[config.mk]
export PLATFORM = sky130hd
export DESIGN_NAME = dac_instr_queue_flat
export DESIGN_NICKNAME = d
export VERILOG_FILES = /design/src/rtl/dac_instr_queue_pkg.sv /design/src/rtl/dac_instr_queue_if.sv /design/src/rtl/dac_frame_shifter.sv /design/src/rtl/dac_instr_queue.sv /design/src/flat_wrapper.sv
export SDC_FILE = /design/constraint.sdc
export NUM_CORES = 1
export LEC_CHECK = 0
export ABC_AREA = 0
export CAP_MARGIN = 10
export CORE_MARGIN = 2
export CORE_UTILIZATION = 50
export DETAILED_ROUTE_END_ITERATION = 8
export GPL_ROUTABILITY_DRIVEN = 0
export PLACE_DENSITY = 0.75
export SYNTH_ARGS = -nofsm -noshare
export SYNTH_HDL_FRONTEND = slang
export SYNTH_SLANG_ARGS = --single-unit
[constraint.sdc]
create_clock -name clk_in -period 13.5 [get_ports clk_in]
set_input_delay 2.7 -clock clk_in [delete_from_list [all_inputs] [get_ports clk_in]]
set_output_delay 2.7 -clock clk_in [all_outputs]
set_load 0.1 [all_outputs]
[src/rtl/dac_instr_queue_pkg.sv]
`default_nettype none
// ============================================================================
// Module   : dac_instr_queue_pkg
// Purpose  : Shared frame layout, DAC command codes, FSM encoding and the
//            frame-building helper for the DAC instruction queue.
// Revision : 1.0 - initial release
// ============================================================================
package dac_instr_queue_pkg;

    localparam int C_FRAME_W = 32;
    localparam int C_W_ADDR  = 4;
    localparam int C_W_FDATA = 16;

    localparam logic [3:0] CMD_WRITE_UPDATE = 4'b0011;
    localparam logic [3:0] CMD_INT_REF      = 4'b1000;

    // Internal reference power-up frame
    localparam logic [C_FRAME_W-1:0] C_INIT_FRAME = {4'b0000, CMD_INT_REF, 24'h00_0001};

    typedef enum logic [1:0] {
        ST_IDLE  = 2'd0,
        ST_LOAD  = 2'd1,
        ST_SHIFT = 2'd2,
        ST_GAP   = 2'd3
    } state_t;

    function automatic logic [C_FRAME_W-1:0] build_frame(
        input logic [C_W_ADDR-1:0]  addr,
        input logic [C_W_FDATA-1:0] data
    );
        return {4'b0000, CMD_WRITE_UPDATE, addr, data, 4'b0000};
    endfunction

endpackage
`default_nettype wire

[src/rtl/dac_instr_queue_if.sv]
`default_nettype none
// ============================================================================
// Module   : dac_instr_queue_if
// Purpose  : Channel-word input bus and DAC serial/status outputs.
// Revision : 1.0 - initial release
// ============================================================================
interface dac_instr_queue_if #(
    parameter int N_CHAN = 8,
    parameter int W_DATA = 16
);
    logic [N_CHAN*W_DATA-1:0] data_in;
    logic [N_CHAN-1:0]        data_valid_in;
    logic                     dac_sclk_out;
    logic                     dac_sync_n_out;
    logic                     dac_din_out;
    logic                     frame_done_out;
    logic                     busy_out;

    modport master (
        output data_in, data_valid_in,
        input  dac_sclk_out, dac_sync_n_out, dac_din_out, frame_done_out, busy_out
    );

    modport slave (
        input  data_in, data_valid_in,
        output dac_sclk_out, dac_sync_n_out, dac_din_out, frame_done_out, busy_out
    );
endinterface
`default_nettype wire

[src/rtl/dac_frame_shifter.sv]
`default_nettype none
// ============================================================================
// Module   : dac_frame_shifter
// Purpose  : Serialises one 32-bit frame MSB first; data changes on SCLK
//            rising edges so the DAC samples on falling edges.
// Revision : 1.0 - initial release
// ============================================================================
module dac_frame_shifter
    import dac_instr_queue_pkg::*;
#(
    parameter int SCLK_DIV = 2
) (
    input  wire logic                 clk_in,
    input  wire logic                 reset_in,
    input  wire logic                 load,
    input  wire logic [C_FRAME_W-1:0] frame,
    output logic                      dac_sclk_out,
    output logic                      dac_sync_n_out,
    output logic                      dac_din_out,
    output logic                      done,
    output logic                      last
);
    localparam int                W_DIV       = (SCLK_DIV > 1) ? $clog2(SCLK_DIV) : 1;
    localparam logic [W_DIV-1:0]  C_DIV_MAX   = W_DIV'(SCLK_DIV - 1);
    localparam int                W_HALF      = $clog2(2 * C_FRAME_W);
    localparam logic [W_HALF-1:0] C_LAST_HALF = W_HALF'(2 * C_FRAME_W - 1);

    logic                 r_active;
    logic [W_DIV-1:0]     r_div;
    logic [W_HALF-1:0]    r_half;
    logic [C_FRAME_W-1:0] r_sr;
    logic                 r_sclk;
    logic                 r_sync_n;
    logic                 r_done;
    logic                 w_tick;

    assign w_tick = r_active && (r_div == C_DIV_MAX);
    // Combinational so the controller leaves SHIFT in the same edge the frame closes
    assign last   = w_tick && (r_half == C_LAST_HALF);

    always_ff @(posedge clk_in) begin
        if (reset_in) begin
            r_active <= 1'b0;
            r_div    <= '0;
            r_half   <= '0;
            r_sr     <= '0;
            r_sclk   <= 1'b1;
            r_sync_n <= 1'b1;
            r_done   <= 1'b0;
        end else begin
            r_done <= 1'b0;
            if (load) begin
                r_active <= 1'b1;
                r_div    <= '0;
                r_half   <= '0;
                r_sr     <= frame;
                r_sclk   <= 1'b1;
                r_sync_n <= 1'b0;
            end else if (r_active) begin
                if (w_tick) begin
                    r_div <= '0;
                    if (last) begin
                        r_active <= 1'b0;
                        r_sr     <= '0;
                        r_sclk   <= 1'b1;
                        r_sync_n <= 1'b1;
                        r_done   <= 1'b1;
                    end else begin
                        r_half <= r_half + 1'b1;
                        r_sclk <= ~r_sclk;
                        if (!r_sclk) begin
                            r_sr <= {r_sr[C_FRAME_W-2:0], 1'b0};
                        end
                    end
                end else begin
                    r_div <= r_div + 1'b1;
                end
            end
        end
    end

    assign dac_sclk_out   = r_sclk;
    assign dac_sync_n_out = r_sync_n;
    assign dac_din_out    = r_sr[C_FRAME_W-1];
    assign done           = r_done;

endmodule
`default_nettype wire

[src/rtl/dac_instr_queue.sv]
`default_nettype none
// ============================================================================
// Module   : dac_instr_queue
// Purpose  : Latches per-channel words, services them round-robin and sends
//            each as a DAC write-and-update frame.
//            Optional DAC_INIT_SEQ_EN: one internal-reference frame after reset.
// Revision : 1.0 - initial release
// ============================================================================
module dac_instr_queue
    import dac_instr_queue_pkg::*;
#(
    parameter int N_CHAN   = 8,
    parameter int W_DATA   = 16,
    parameter int SCLK_DIV = 2,
    parameter int SYNC_GAP = 2
) (
    input  wire logic        clk_in,
    input  wire logic        reset_in,
    dac_instr_queue_if.slave bus
);
    localparam int                W_IDX     = (N_CHAN > 1) ? $clog2(N_CHAN) : 1;
    localparam int                W_GAP     = (SYNC_GAP > 1) ? $clog2(SYNC_GAP) : 1;
    localparam logic [W_GAP-1:0]  C_GAP_MAX = W_GAP'(SYNC_GAP - 1);
    localparam logic [W_IDX:0]    C_N_CHAN  = (W_IDX + 1)'(N_CHAN);

    state_t               r_state, w_state_next;
    logic [N_CHAN-1:0]    r_pending;
    logic [W_DATA-1:0]    r_word [N_CHAN];
    logic [W_IDX-1:0]     r_ptr, w_sel, w_sel_next;
    logic [W_IDX:0]       w_idx;
    logic                 w_found;
    logic [W_GAP-1:0]     r_gap;
    logic                 w_init_req, w_load, w_take;
    logic [W_DATA-1:0]    w_word;
    logic [C_W_FDATA-1:0] w_word16, w_ob;
    logic [C_FRAME_W-1:0] w_frame;
    logic                 w_last, w_done, w_sclk, w_sync_n, w_din;

`ifdef DAC_INIT_SEQ_EN
    logic r_init_req;
    always_ff @(posedge clk_in) begin
        if (reset_in)    r_init_req <= 1'b1;
        else if (w_load) r_init_req <= 1'b0;
    end
    assign w_init_req = r_init_req;
`else
    assign w_init_req = 1'b0;
`endif

    always_ff @(posedge clk_in) begin
        if (reset_in) r_state <= ST_IDLE;
        else          r_state <= w_state_next;
    end

    // Incoming strobes are looked at directly in IDLE to reach SHIFT two cycles after a strobe
    always_comb begin
        w_state_next = r_state;
        w_load       = 1'b0;
        case (r_state)
            ST_IDLE:  if (w_init_req || (|(r_pending | bus.data_valid_in))) w_state_next = ST_LOAD;
            ST_LOAD:  begin
                w_load       = 1'b1;
                w_state_next = ST_SHIFT;
            end
            ST_SHIFT: if (w_last) w_state_next = ST_GAP;
            ST_GAP:   if (r_gap == C_GAP_MAX) w_state_next = ST_IDLE;
            default:  w_state_next = ST_IDLE;
        endcase
    end

    assign w_take = w_load && !w_init_req;

    // Round-robin: first pending channel at or after the pointer
    always_comb begin
        w_sel   = r_ptr;
        w_found = 1'b0;
        w_idx   = '0;
        for (int i = 0; i < N_CHAN; i++) begin
            w_idx = {1'b0, r_ptr} + (W_IDX + 1)'(i);
            if (w_idx >= C_N_CHAN) w_idx = w_idx - C_N_CHAN;
            if (!w_found && r_pending[w_idx[W_IDX-1:0]]) begin
                w_sel   = w_idx[W_IDX-1:0];
                w_found = 1'b1;
            end
        end
        w_sel_next = (w_sel == W_IDX'(N_CHAN - 1)) ? '0 : w_sel + 1'b1;
    end

    assign w_word = r_word[w_sel];

    generate
        if (W_DATA >= C_W_FDATA) begin : g_trunc
            assign w_word16 = w_word[W_DATA-1 -: C_W_FDATA];
        end else begin : g_sext
            assign w_word16 = {{(C_W_FDATA - W_DATA){w_word[W_DATA-1]}}, w_word};
        end
    endgenerate

    assign w_ob    = {~w_word16[C_W_FDATA-1], w_word16[C_W_FDATA-2:0]};
    assign w_frame = w_init_req ? C_INIT_FRAME : build_frame(C_W_ADDR'(w_sel), w_ob);

    // A strobe in the LOAD cycle keeps the channel pending with the newer word
    always_ff @(posedge clk_in) begin
        if (reset_in) begin
            r_pending <= '0;
            r_ptr     <= '0;
            r_gap     <= '0;
            for (int k = 0; k < N_CHAN; k++) r_word[k] <= '0;
        end else begin
            r_gap <= (r_state == ST_GAP) ? r_gap + 1'b1 : '0;
            if (w_take) r_ptr <= w_sel_next;
            for (int k = 0; k < N_CHAN; k++) begin
                if (bus.data_valid_in[k]) begin
                    r_pending[k] <= 1'b1;
                    r_word[k]    <= bus.data_in[k*W_DATA +: W_DATA];
                end else if (w_take && (w_sel == W_IDX'(k))) begin
                    r_pending[k] <= 1'b0;
                end
            end
        end
    end

    dac_frame_shifter #(
        .SCLK_DIV (SCLK_DIV)
    ) u_shifter (
        .clk_in         (clk_in),
        .reset_in       (reset_in),
        .load           (w_load),
        .frame          (w_frame),
        .dac_sclk_out   (w_sclk),
        .dac_sync_n_out (w_sync_n),
        .dac_din_out    (w_din),
        .done           (w_done),
        .last           (w_last)
    );

    assign bus.dac_sclk_out   = w_sclk;
    assign bus.dac_sync_n_out = w_sync_n;
    assign bus.dac_din_out    = w_din;
    assign bus.frame_done_out = w_done;
    assign bus.busy_out       = (r_state != ST_IDLE);

endmodule
`default_nettype wire

[src/flat_wrapper.sv]
// flat-port wrapper written by rule: the top's interface ports become plain ports
module dac_instr_queue_flat import dac_instr_queue_pkg::*;
#(
    parameter int N_CHAN   = 8,
    parameter int W_DATA   = 16,
    parameter int SCLK_DIV = 2,
    parameter int SYNC_GAP = 2
)
  (clk_in, reset_in, bus_data_in, bus_data_valid_in, bus_dac_sclk_out, bus_dac_sync_n_out, bus_dac_din_out, bus_frame_done_out, bus_busy_out);
  dac_instr_queue_if #(.N_CHAN(N_CHAN), .W_DATA(W_DATA)) bus_i ();
  input  wire logic clk_in;
  input  wire logic reset_in;
  input wire logic [$bits(bus_i.data_in)-1:0] bus_data_in;
  input wire logic [$bits(bus_i.data_valid_in)-1:0] bus_data_valid_in;
  output wire logic [$bits(bus_i.dac_sclk_out)-1:0] bus_dac_sclk_out;
  output wire logic [$bits(bus_i.dac_sync_n_out)-1:0] bus_dac_sync_n_out;
  output wire logic [$bits(bus_i.dac_din_out)-1:0] bus_dac_din_out;
  output wire logic [$bits(bus_i.frame_done_out)-1:0] bus_frame_done_out;
  output wire logic [$bits(bus_i.busy_out)-1:0] bus_busy_out;
  assign bus_i.data_in = bus_data_in;
  assign bus_i.data_valid_in = bus_data_valid_in;
  assign bus_dac_sclk_out = bus_i.dac_sclk_out;
  assign bus_dac_sync_n_out = bus_i.dac_sync_n_out;
  assign bus_dac_din_out = bus_i.dac_din_out;
  assign bus_frame_done_out = bus_i.frame_done_out;
  assign bus_busy_out = bus_i.busy_out;
  dac_instr_queue #(.N_CHAN(N_CHAN), .W_DATA(W_DATA), .SCLK_DIV(SCLK_DIV), .SYNC_GAP(SYNC_GAP)) u_core (.clk_in(clk_in), .reset_in(reset_in), .bus(bus_i));
endmodule
==> results.py, run 1 <==
metrics = {
    "yosys": {
        "netlist_area_mm2": 0.00885,
        "synth_ff_type": "edfxtp_1",
        "syn_area_per_cell_um2": 12.1,
        "ys_top_cells_by_count": "128 x edfxtp_1, 104 x and2_1, 53 x dfxtp_1",
        "yosysWarnings": 0,
        "yosys.area.top_type": "edfxtp_1",
        "synth.top_cells.by_area": "edfxtp_1 43%, dfxtp_1 12%, mux4_2 9.7%",
        "synthAdderAreaFrac": 0.0113,
        "yosys.cell_count.top_type": "edfxtp_1",
        "ys_ff_latch": 181,
        "yosys.area.top_type_share": 0.434,
        "synthXorXnorAreaFrac": 0.00692,
        "netlist_instances": 729,
        "synth_top_family_by_area": "simple AND/OR/NAND/NOR gates",
        "ys_seq_area_frac": 0.554,
        "synthMuxAreaShare": 0.114,
        "synth_cell_types": 60,
        "synth_nets": 875,
        "synth_compound_area_frac": 0.109,
        "synth_edf_count": 128,
        "synthArstFlopShare": 0,
        "synth-simple-area-share": 0.173,
    },
    "clocking": {
        "h-tree-depth": 4,
        "clock_path_buffers": 2,
        "cts_setup_buffers": 0,
        "cts_resized": 0,
        "cts.sinks": 181,
        "root_buffer": "clkbuf_16",
        "clkLatencyLatePin_ns": 0.44,
        "hold_buffers": 0,
        "cts_made_buffers": 17,
        "path_clk_slew_ns": 0.07,
        "cts_tree": "yes",
    },
    "power": {
        "seqPwrFrac": 0.303,
        "p_clk_frac": 0.201,
        "power_switching_mw": 0.949,
        "switching_share": 0.391,
        "peakVddDrop_mv": 0.185,
        "power.density_mw_per_mm2": 222,
        "p_leak_nw": 3.99,
        "p_int_mw": 1.48,
        "pwr-share-comb": 0.497,
    },
    "worst_setup_path": {
        "crit_fanout": 35,
        "regToRegEndpoint": "u_core.u_shifter.r_sr[16]$_SDFFE_PP0P_",
        "r2r_slack_ns": 7.49,
        "worstSetupEndpointType": "flop",
        "critPathLaunchType": "flop",
        "rr_startpoint": "u_core.r_ptr[0]$_SDFFE_PP0P_",
        "path_class": "flop to flop",
        "r2r_cells": 11,
        "arrival_ns": 6.30,
        "cp.required_ns": 13.78,
    },
    "timing": {
        "tightest_slew_ns": 1.14,
        "final.setup_skew_ns": 0.0136,
        "fin_ws_ns": 7.49,
        "setup_tns_ns": 0,
        "drv_slew": 0,
        "fmax_ghz": 0.166,
        "finalHoldViolCount": 0,
        "post-route-min-period_ns": 6.01,
        "rsz0062_at_grt": "no",
        "period_share": 0.445,
        "slew_headroom": 0.234,
        "setup_viol": 0,
    },
    "worst_hold_path": {
        "holdPathEnd": "u_core.u_shifter.r_sr[23]$_SDFFE_PP0P_",
        "whs_path_depth": 2,
        "min_from": "u_core.u_shifter.r_sr[22]$_SDFFE_PP0P_",
        "min_path_type": "flop to flop",
    },
    "final_layout": {
        "nets": 995,
        "register_area_mm2": 0.00490,
        "fillers": 1307,
        "multi_input_area_mm2": 0.00367,
        "diodes": 0,
        "area_delta_synth_final_pct": 23.5,
        "drive_gt1_frac": 0.110,
    },
    "detailed_routing": {
        "vias_per_cell": 5.91,
        "wl_um": 22900,
        "firstDrtPassIters": 5,
        "wl_per_cell_um": 21.0,
        "drtIter0Drc": 543,
        "via_count": 6421,
        "post-route-drc-count": 0,
        "drtAntennaViolNets": 0,
    },
    "placement": {
        "dp_hpwl_um": 16600,
        "dp_slack_ns": 7.55,
        "port_buffers": 142,
    },
    "global_route": {
        "grt_pass1_wl_um": 34900,
        "grt_pass1_vias": 6431,
        "grt-ovfl-total": 0,
        "grtUsageTotal": 0.253,
        "antenna_found_initial": 0,
        "grt_max_degree": 86,
    },
    "die": {
        "die_w_um": 137,
        "rows": 48,
        "dieArea_mm2": 0.0188,
        "ioPinCount": 143,
        "start_util": 0.512,
        "die_h_um": 137,
        "core_area_mm2": 0.0173,
    },
    "job": {
        "cap_violations": 0,
    },
    "outcome": {
        "status": "complete, no violations",
    },
}
[logic make-up (layout without fill, tap and decap cells)]
| logic type | Yosys count | after routing |
|---|---|---|
| buffers and inverters | 62 | 195 |
| xor gates and xnor gates | 7 | 7 |
| DFF | 181 | 181 |
| AOI/OAI and AO/OA | 139 | 139 |
| adders and majority gates | 8 | 8 |
| and+or+nand+nor | 280 | 280 |
| muxes | 52 | 52 |
[critical path: stages (launching register included)]
cell and delay (ns):
dfxtp_1 0.93, inv_1 0.26, ha_1 0.68, mux2_2 0.40, mux4_2 0.57, o32ai_2 0.50, o211a_1 0.40, o31a_1 0.28
or2_2 0.88, mux4_2 0.61, a22oi_1 0.21, a211oi_1 0.10
[power by group through the flow]
| stage | combinational [mW] | clock, mW | sequential (mW) |
|---|---|---|---|
| floorplan | 1.01 | 0 | 0.713 |
| global placement | 1.15 | 0 | 0.741 |
| detailed placement | 1.19 | 0 | 0.745 |
| CTS | 1.20 | 0.491 | 0.733 |
| global route | 1.31 | 0.511 | 0.741 |
| finish | 1.21 | 0.488 | 0.735 |
[per-stage QoR]
stage,power [mW],hold WS [ns],cells,area [um^2],util
after detailed placement,1.93,0.450,1055,10400,0.599
after global routing,2.56,0.483,1087,10900,0.632
after floorplan,1.73,0.431,729,8850,-
after global placement,1.89,0.437,1055,10400,0.599
after CTS,2.42,0.466,1087,10900,0.632
final,2.43,0.462,1087,10900,0.632
[flip-flops by register name, summed over array words and instances (netlist names)]
signal and cells:
u_core.r_gap 1, u_core.u_shifter.r_div 1, u_core.u_shifter.r_active 1, u_core.u_shifter.r_sr 28, u_core.u_shifter.done 1, u_core.u_shifter.r_half 6
u_core.u_shifter.dac_sclk_out 1, u_core.u_shifter.dac_sync_n_out 1, u_core.r_word 128, u_core.r_state 2, u_core.r_ptr 3, u_core.r_pending 8
[per-layer routing]
metal / global-route usage / part of all wire
met5: 0 / 0
met4: 0.139 / 0.051
met3: 0.0407 / 0.057
met2: 0.422 / 0.50
met1: 0.316 / 0.39
[cell usage in the layout, fill, tap and decap left out, drive strengths merged, types with 11 or more instances in the layout]
master,instances
clkdlybuf4s50,141
edfxtp,128
and2,104
dfxtp,53
nor2,47
nand2,39
a21oi,38
mux4,38
nor2b,34
inv,29
a211oi,20
o21ai,18
clkbuf,18
a22oi,17
or2,12
nand3,11
[cell type report]
cell class | instances | share of cell area
sequential | 181 | 0.449
multi-input combinational | 486 | 0.336
timing repair buffer | 144 | 0.131
clock buffer | 18 | 0.0393
tap | 225 | 0.0257
clock inverter | 14 | 0.0132
inverter | 19 | 0.00652
[how the worst max path moves through the flow]
stage                                            start                                      to  cells past startpoint
final                     u_core.r_ptr[0]$_SDFFE_PP0P_  u_core.u_shifter.r_sr[16]$_SDFFE_PP0P_                     11
after global placement    u_core.r_ptr[0]$_SDFFE_PP0P_  u_core.u_shifter.r_sr[16]$_SDFFE_PP0P_                     11
after global routing      u_core.r_ptr[0]$_SDFFE_PP0P_  u_core.u_shifter.r_sr[10]$_SDFFE_PP0P_                     11
after floorplan           u_core.r_ptr[1]$_SDFFE_PP0P_  u_core.u_shifter.r_sr[16]$_SDFFE_PP0P_                     16
after CTS                 u_core.r_ptr[0]$_SDFFE_PP0P_  u_core.u_shifter.r_sr[10]$_SDFFE_PP0P_                     11
after detailed placement  u_core.r_ptr[0]$_SDFFE_PP0P_  u_core.u_shifter.r_sr[10]$_SDFFE_PP0P_                     11
(Power assumes the default switching activity.)
==> run 2, diff against run 1 <==
--- a/config.mk
+++ b/config.mk
@@ -8,10 +8,10 @@
 export ABC_AREA = 0
 export CAP_MARGIN = 10
 export CORE_MARGIN = 2
-export CORE_UTILIZATION = 50
+export CORE_UTILIZATION = 49
 export DETAILED_ROUTE_END_ITERATION = 8
 export GPL_ROUTABILITY_DRIVEN = 0
-export PLACE_DENSITY = 0.75
+export PLACE_DENSITY = 0.77
 export SYNTH_ARGS = -nofsm -noshare
 export SYNTH_HDL_FRONTEND = slang
 export SYNTH_SLANG_ARGS = --single-unit
==> constraint.sdc (replaced) <==
create_clock -name clk_in -period 4.9 [get_ports clk_in]
set_input_delay 0.98 -clock clk_in [delete_from_list [all_inputs] [get_ports clk_in]]
set_output_delay 0.98 -clock clk_in [all_outputs]
set_load 0.1 [all_outputs]
==> results.py, run 2 (same netlist as run 1, synthesis figures left out) <==
metrics = {
    "outcome": {
        "status": "complete, no violations",
    },
    "timing": {
        "setup_tns_ns": 0,
        "final.setup_skew_ns": 0.0102,
        "drv_slew": 0,
        "setup_viol": 0,
        "post-route-min-period_ns": 4.37,
        "slew_headroom": 0.243,
        "period_share": 0.892,
        "rsz0062_at_grt": "no",
        "finalHoldViolCount": 0,
        "fmax_ghz": 0.229,
        "tightest_slew_ns": 1.13,
    },
    "final_layout": {
        "drive_gt1_frac": 0.118,
        "diodes": 0,
        "area_delta_synth_final_pct": 24.4,
        "final_common_cell": "clkdlybuf4s50_1",
        "register_area_mm2": 0.00490,
        "multi_input_area_mm2": 0.00367,
        "nets": 1005,
        "fillers": 1365,
        "reg_top3": "u_core.r_word (128), u_core.u_shifter.r_sr (28), u_core.r_pending (8)",
        "top_register": "u_core.r_word",
        "final_cell_mix": "141 x clkdlybuf4s50_1, 128 x edfxtp_1, 104 x and2_1, 53 x dfxtp_1, 47 x nor2_1",
        "largest_reg_flops": 128,
    },
    "job": {
        "cap_violations": 0,
    },
    "clocking": {
        "clkLatencyLatePin_ns": 0.43,
        "root_buffer": "clkbuf_16",
        "cts_resized": 0,
        "cts_tree": "yes",
        "path_clk_slew_ns": 0.07,
        "cts.sinks": 181,
        "clock_path_buffers": 2,
        "h-tree-depth": 4,
        "cts_made_buffers": 17,
        "hold_buffers": 0,
        "cts_setup_buffers": 0,
    },
    "detailed_routing": {
        "wl_um": 22400,
        "wl_per_cell_um": 20.4,
        "firstDrtPassIters": 7,
        "drtAntennaViolNets": 0,
        "via_count": 6370,
        "vias_per_cell": 5.79,
        "drtIter0Drc": 586,
        "post-route-drc-count": 0,
    },
    "global_route": {
        "antenna_found_initial": 0,
        "grtUsageTotal": 0.238,
        "grt_max_degree": 46,
        "grt-ovfl-total": 0,
        "grt_pass1_wl_um": 34700,
        "grt_pass1_vias": 6372,
    },
    "worst_setup_path": {
        "path_class": "flop to flop",
        "arrival_ns": 4.67,
        "crit_fanout": 35,
        "critPathLaunchType": "flop",
        "worstSetupEndpointType": "flop",
        "cp.required_ns": 5.20,
        "r2r_cells": 12,
    },
    "placement": {
        "dp_hpwl_um": 15900,
        "port_buffers": 142,
    },
    "die": {
        "die_h_um": 138,
        "rows": 49,
        "start_util": 0.496,
        "ioPinCount": 143,
        "die_w_um": 138,
        "dieArea_mm2": 0.0192,
        "core_area_mm2": 0.0178,
    },
    "worst_hold_path": {
        "whs_path_depth": 2,
        "min_path_type": "flop to flop",
    },
    "power": {
        "power_mw": 6.95,
        "p_leak_nw": 4.02,
        "power.density_mw_per_mm2": 631,
        "peakVddDrop_mv": 0.510,
    },
}
-- run 2: cell count changes in the layout (fill, tap and decap cells not counted) --
| cell | before | now |
|---|---|---|
| clkbuf_1 | 1 | 0 |
| inv_8 | 7 | 4 |
| buf_12 | 0 | 2 |
| clkinv_4 | 1 | 2 |
| clkinv_2 | 1 | 0 |
| buf_4 | 2 | 10 |
| clkinv_1 | 1 | 3 |
| clkinvlp_4 | 0 | 4 |
| inv_6 | 4 | 1 |
-- run 2: final timing paths --
path | slack [ns] | from | endpoint
max | 0.53 | u_core.r_ptr[0]$_SDFFE_PP0P_ | u_core.u_shifter.r_sr[15]$_SDFFE_PP0P_
min | 0.45 | u_core.u_shifter.r_sr[28]$_SDFFE_PP0P_ | u_core.u_shifter.r_sr[29]$_SDFFE_PP0P_
max reg2reg | 0.53 | u_core.r_ptr[0]$_SDFFE_PP0P_ | u_core.u_shifter.r_sr[15]$_SDFFE_PP0P_
min reg2reg | 0.45 | u_core.u_shifter.r_sr[28]$_SDFFE_PP0P_ | u_core.u_shifter.r_sr[29]$_SDFFE_PP0P_
-- run 2: per-layer routing --
metal,wire length [um],share of wire,vias up,GRT usage
met5,0,0,-,0
met4,780,0.035,0,0.105
met3,1580,0.070,45,0.0495
met2,11200,0.50,316,0.396
met1,8880,0.40,3047,0.302
li1,-,-,2962,-
-- run 2: power by group --
group | internal (mW) | switching (mW)
clock network | 0.662 | 0.625
logic | 1.74 | 1.95
registers | 1.85 | 0.126
-- run 2: layout make-up --
class,count,share of cell area
well taps,229,0.0260
flip-flops and latches,181,0.445
multi-input cells,486,0.333
clock buffers,17,0.0386
clock inverters,14,0.0114
inverters,19,0.00647
repair buffers,154,0.139
-- run 2: stage by stage --
stage | utilization | instances | cell area (um^2) | hold WS, ns | setup slack [ns]
global placement | 0.587 | 1069 | 10500 | 0.437 | 0.711
finish | 0.617 | 1100 | 11000 | 0.450 | 0.529
global route | 0.617 | 1100 | 11000 | 0.472 | 0.222
detailed placement | 0.587 | 1069 | 10500 | 0.443 | 0.563
CTS | 0.617 | 1100 | 11000 | 0.453 | 0.527
floorplan | - | 729 | 8850 | 0.431 | 0.658
-- run 2: critical path: stages (launching register included) --
cell      delay, ns
dfxtp_1        0.33
inv_1          0.10
ha_1           0.41
mux2_2         0.37
mux4_2         0.57
nor4_1         0.42
and3_1         0.35
o31a_1         0.33
or2_2          0.20
buf_12         0.25
mux4_2         0.55
a22oi_1        0.24
a211oi_1       0.10
